--- config.mk ---
export PLATFORM = sky130hd
export DESIGN_NAME = branch_predictor
export DESIGN_NICKNAME = d
export VERILOG_FILES = /design/src/rtl/branch_predictor.sv
export SDC_FILE = /design/constraint.sdc
export NUM_CORES = 1
export LEC_CHECK = 0
export BUFFER_PORTS_ARGS = -buffer_cell sky130_fd_sc_hd__buf_2
export CORE_MARGIN = 2
export CORE_UTILIZATION = 47
export CTS_CLUSTER_DIAMETER = 150
export DETAILED_ROUTE_END_ITERATION = 8
export PLACE_DENSITY = 0.87
export SYNTH_ARGS = -nofsm -noshare
export SYNTH_HDL_FRONTEND = slang
export SYNTH_SLANG_ARGS = --single-unit
--- constraint.sdc ---
create_clock -name clk_i -period 2.5 [get_ports clk_i]
set_input_delay 0.375 -clock clk_i [delete_from_list [all_inputs] [get_ports clk_i]]
set_output_delay 0.375 -clock clk_i [all_outputs]
set_load 0.02 [all_outputs]
--- src/rtl/branch_predictor.sv ---
// Fetch-stage branch predictor: bimodal table of 2-bit counters, next-PC select, mispredict flush.
// Optional table build guarded by macro BRANCH_PREDICTOR_BHT_EN; without it the predictor is static not-taken.
module branch_predictor #(
    parameter int         IDX_BITS   = 4,
    parameter logic [1:0] INIT_STATE = 2'b01
) (
    input  logic        clk_i,
    input  logic        rst_i,
    input  logic        stall_i,
    input  logic        MemStall_i,
    input  logic [31:0] pc_i,
    input  logic [31:0] inst_i,
    input  logic        resolve_valid_i,
    input  logic [31:0] resolve_pc_i,
    input  logic        resolve_taken_i,
    input  logic        resolve_pred_i,
    input  logic [31:0] resolve_target_i,
    output logic [31:0] pc_next_o,
    output logic        pred_taken_o,
    output logic        flush_o,
    output logic [31:0] branch_cnt_o,
    output logic [31:0] mispred_cnt_o
);

    logic        is_branch;
    logic [31:0] imm_b;
    logic [31:0] pred_target;
    logic [31:0] pc_seq;
    logic        mispredict;
    logic        update_en;

    assign is_branch   = (inst_i[6:0] == 7'b1100011);
    assign imm_b       = {{19{inst_i[31]}}, inst_i[31], inst_i[7], inst_i[30:25], inst_i[11:8], 1'b0};
    assign pred_target = pc_i + imm_b;
    assign pc_seq      = pc_i + 32'd4;
    assign mispredict  = resolve_valid_i && (resolve_taken_i != resolve_pred_i);

    // resolve_valid_i qualifies one resolution per cycle; it is consumed only when
    // neither stall is active, so a resolution held across a stall is applied once.
    assign update_en = resolve_valid_i && !stall_i && !MemStall_i;
    assign flush_o   = mispredict && !stall_i && !MemStall_i;

`ifdef BRANCH_PREDICTOR_BHT_EN
    localparam int ENTRIES = 1 << IDX_BITS;

    logic [1:0]          bht [ENTRIES];
    logic [IDX_BITS-1:0] look_idx;
    logic [IDX_BITS-1:0] upd_idx;
    logic [1:0]          upd_cur;
    logic [1:0]          upd_next;
    logic                unused_bits;

    assign look_idx    = pc_i[IDX_BITS+1:2];
    assign upd_idx     = resolve_pc_i[IDX_BITS+1:2];
    assign upd_cur     = bht[upd_idx];
    assign unused_bits = ^{inst_i[24:12]};

    // Lookup reads the registered table, so a same-cycle update is seen next cycle.
    assign pred_taken_o = is_branch && bht[look_idx][1];

    always_comb begin
        upd_next = upd_cur;
        if (resolve_taken_i) begin
            if (upd_cur != 2'b11) upd_next = upd_cur + 2'd1;
        end else begin
            if (upd_cur != 2'b00) upd_next = upd_cur - 2'd1;
        end
    end

    always_ff @(posedge clk_i) begin
        if (rst_i) begin
            bht <= '{default: INIT_STATE};
        end else if (update_en) begin
            bht[upd_idx] <= upd_next;
        end
    end
`else
    logic unused_bits;

    assign unused_bits  = ^{inst_i[24:12], is_branch};
    assign pred_taken_o = 1'b0;
`endif

    always_comb begin
        if (mispredict) begin
            pc_next_o = resolve_taken_i ? resolve_target_i : (resolve_pc_i + 32'd4);
        end else if (pred_taken_o) begin
            pc_next_o = pred_target;
        end else begin
            pc_next_o = pc_seq;
        end
    end

    always_ff @(posedge clk_i) begin
        if (rst_i) begin
            branch_cnt_o  <= 32'd0;
            mispred_cnt_o <= 32'd0;
        end else if (update_en) begin
            branch_cnt_o <= branch_cnt_o + 32'd1;
            if (mispredict) mispred_cnt_o <= mispred_cnt_o + 32'd1;
        end
    end

endmodule

==> out/results.txt <==
FF-to-FF Start - branch_cnt_o[2]
Hold buffers post-CTS - 0
Int Pwr - 1.93 mW
Total global routing overflow - 0
Full die area - 0.0109 mm²
Fmax - 419 MHz
Setup crit start - pc_i[2]
Finished Core Util - 0.644
Net Switching - 0.752 mW
Gpl congestion - 0.893
Largest stage delay, worst path - 0.27 ns
Die Y - 104 µm
I/O Pins - 233
Final setup TNS - 0 ns
Clk sinks - 64
Via/cell ratio - 5.73
Vias in the first global route - 5260
# fillers - 870
Seq. cell area - 0.00128 mm²
Mapped Nets - 775
Most common cell after layout, fill and taps aside - buf_2
RSZ-0062 raised after global routing - false
Hold crit path type - input port to flop
Total number of yosys warnings - 0
Initial Util - 0.485
Cell mode on critical path - buf_2
Power Dens Cells - 426 mW/mm²
Die width - 104 µm
Finish-stage setup viols - 0
Initial antenna violation count - 0
Fin crit share - 0.955
Yosys reg bits - 64
Clk root buf - clkbuf_8
Max-slew violation count - 0
Top_reg_cell synth - dfxtp_1
Cts bufs inserted - 9
Sequential power share - 0.382
Post-Synth Adder-Cell Area - 0.0106
Crit. End Element - output pin
Starting DRT DRC Count - 400
Multi-input combinational cell area - 0.00327 mm²
Largest net degree at the start of global routing - 35
DRT antenna net count - 0
H-tree Lvls - 3
Crit-path cells - buf_2 > ha_1 > and4_1 > nand3_1 > buf_4 > nor3_1 > xnor2_1 > a211oi_1 > buf_2
Slew @ Worst Pin - 0.568 ns
Combinational share of power - 0.199
# Max-Cap Violations - 0
Cells after Synth - 636
Distinct cells, synth - 51
Vias - 5648
CTS Buffer Depth - 2
Post-DP HPWL - 11.6 mm
Max transition margin - 0.618
Total GRT Usage - 0.265
Clock Latency Late Sink - 0.35 ns
Worst Skew - 0.0132 ns
Leak - 2.66 nW
Port buffer count - 199
Crit-path max FO - 16
Layout overhead on the synthesized area - 32.8%
Final hold viol count - 0
Xor/xnor share of the synthesized area - 0.161
Core ar. - 0.00977 mm²
Post-Synthesis Cell Area - 0.00474 mm²
Hold wc startpoint - stall_i
DR WL/cell - 15.3 µm
Status - complete, no violations
Data required, critical path - 2.12 ns
CTS tree - built
Crit path DAT - 2.01 ns
VDD IR-drop max - 0.325 mV
Post-synth EDFFs - 0
Crit start category - input port
Residual DRC count - 0
Post-Route WL - 15.1 mm
Nets - 986
CTS clk-pin slew, worst paths - 0.07 ns
Largest family of logic cells by synthesized area - simple AND/OR/NAND/NOR gates
Sequential cell area fraction in the yosys report - 0.270
First-pass GRT wire length - 24.2 mm
Clk pwr share - 0.419
Tmin final - 2.39 ns
Post-synth ARST share - 0
Simple-gate portion of the synthesized area - 0.358
DR pass1 iterations - 5
Syn Area/Cell - 7.45 µm²
Cell row count - 36
Commonest non-fill, non-tap cells in the layout - 199 x buf_2, 78 x nor2_1, 64 x dfxtp_1, 47 x xor2_1, 46 x nand2_1
Share of cells above drive strength 1 - 0.305
Post-synthesis compound-gate area fraction - 0.130
Crit path kind - input port to output pin
Switch share - 0.281
Slowest cell on crit path - a211oi_1
Multiplexer share of the synthesized area - 0.0283
-- power by group through the flow --
stage / clock network [mW] / logic, mW / registers (mW)
after detailed placement: 0 / 0.528 / 1.05
after global routing: 1.17 / 0.578 / 1.02
after CTS: 1.13 / 0.530 / 1.02
after global placement: 0 / 0.522 / 1.05
final: 1.12 / 0.534 / 1.02
after floorplan: 0 / 0.281 / 1.05
-- layout make-up --
| class | instances | area share |
|---|---|---|
| Multi-Input combinational cell | 521 | 0.520 |
| Sequential cell | 64 | 0.204 |
| Tap cell | 133 | 0.0265 |
| Antenna cell | 1 | 0.000398 |
| Clock buffer | 10 | 0.0219 |
| Timing Repair Buffer | 233 | 0.199 |
| Inverter | 18 | 0.0107 |
| Clock inverter | 6 | 0.0183 |
-- worst paths after layout --
path                  endpoint  slack, ns  cells past startpoint
max              pc_next_o[28]       0.11                      9
min            branch_cnt_o[1]       0.49                      5
max reg2reg   branch_cnt_o[20]       0.49                      5
min reg2reg  mispred_cnt_o[28]       0.51                      2
-- cells in the mapped netlist, types with 2 or more instances --
cell	instances	share of area
a21oi_1	26	0.027
o21ai_0	26	0.027
a211oi_1	6	0.0095
a21o_1	2	0.0032
and2_1	5	0.0066
or3_1	8	0.011
mux2_1	3	0.0071
nor4_1	21	0.028
a311oi_1	4	0.0074
xor2_1	47	0.087
xnor2_1	40	0.074
nor4_2	3	0.0079
o211a_1	3	0.0063
nand3_1	44	0.046
o31a_1	6	0.011
o31ai_1	4	0.0063
and3_1	12	0.016
nand2_1	46	0.036
dfxtp_1	64	0.27
nor2b_1	3	0.0040
nor2_1	78	0.062
o211ai_1	5	0.0079
o22ai_1	8	0.011
nor3_1	22	0.023
mux2i_1	10	0.021
nor3_2	2	0.0042
a21boi_0	2	0.0032
ha_1	4	0.011
buf_1	2	0.0016
and4_1	15	0.028
nand2b_1	3	0.0040
nand4_1	41	0.054
clkbuf_1	29	0.023
inv_1	18	0.014
or4_1	8	0.013
-- cell families (layout without fill, tap and decap cells) --
group / Yosys count / in the layout
buf+inv: 51 / 267
xor+xnor: 87 / 87
compound gates: 97 / 97
fa+ha+maj: 4 / 4
flops: 64 / 64
simple gates: 319 / 319
mux: 13 / 13
other cells: 1 / 2
-- flip-flops by register name, summed over array words and instances (netlist names) --
signal         flops
branch_cnt_o      32
mispred_cnt_o     32
-- metal layers --
metal	track usage	vias to the layer above	share of wire
met2	0.473	273	0.49
met4	0.106	0	0.035
li1	-	2751	-
met5	0	-	0
met1	0.303	2569	0.40
met3	0.0639	55	0.075
-- repair_timing --
item,CTS,global route
resized for setup,0,2
buffers inserted,0,0
endpoints found under the setup margin,0,5
-- worst max-delay path, delay by kind of cell --
| family | cells | cell delay (ns) |
|---|---|---|
| AOI/OAI and AO/OA | 1 | 0.27 |
| xor gates and xnor gates | 1 | 0.09 |
| adders and majority gates | 1 | 0.17 |
| buffers and inverters | 3 | 0.51 |
| and+or+nand+nor | 3 | 0.60 |
-- metrics by stage --
step / setup slack, ns / std cells / total power, mW / instance area (µm²) / hold WS (ns)
2_1_floorplan: 0.0153 / 636 / 1.33 / 4740 / 0.555
3_3_place_gp: 0.0845 / 969 / 1.57 / 6030 / 0.483
3_5_place_dp: 0.0598 / 969 / 1.57 / 6030 / 0.499
4_1_cts: 0.0572 / 985 / 2.69 / 6280 / 0.476
5_1_grt: 0.00509 / 985 / 2.78 / 6290 / 0.501
6_report: 0.113 / 986 / 2.68 / 6290 / 0.489
Power figures use the tool's default switching activity.
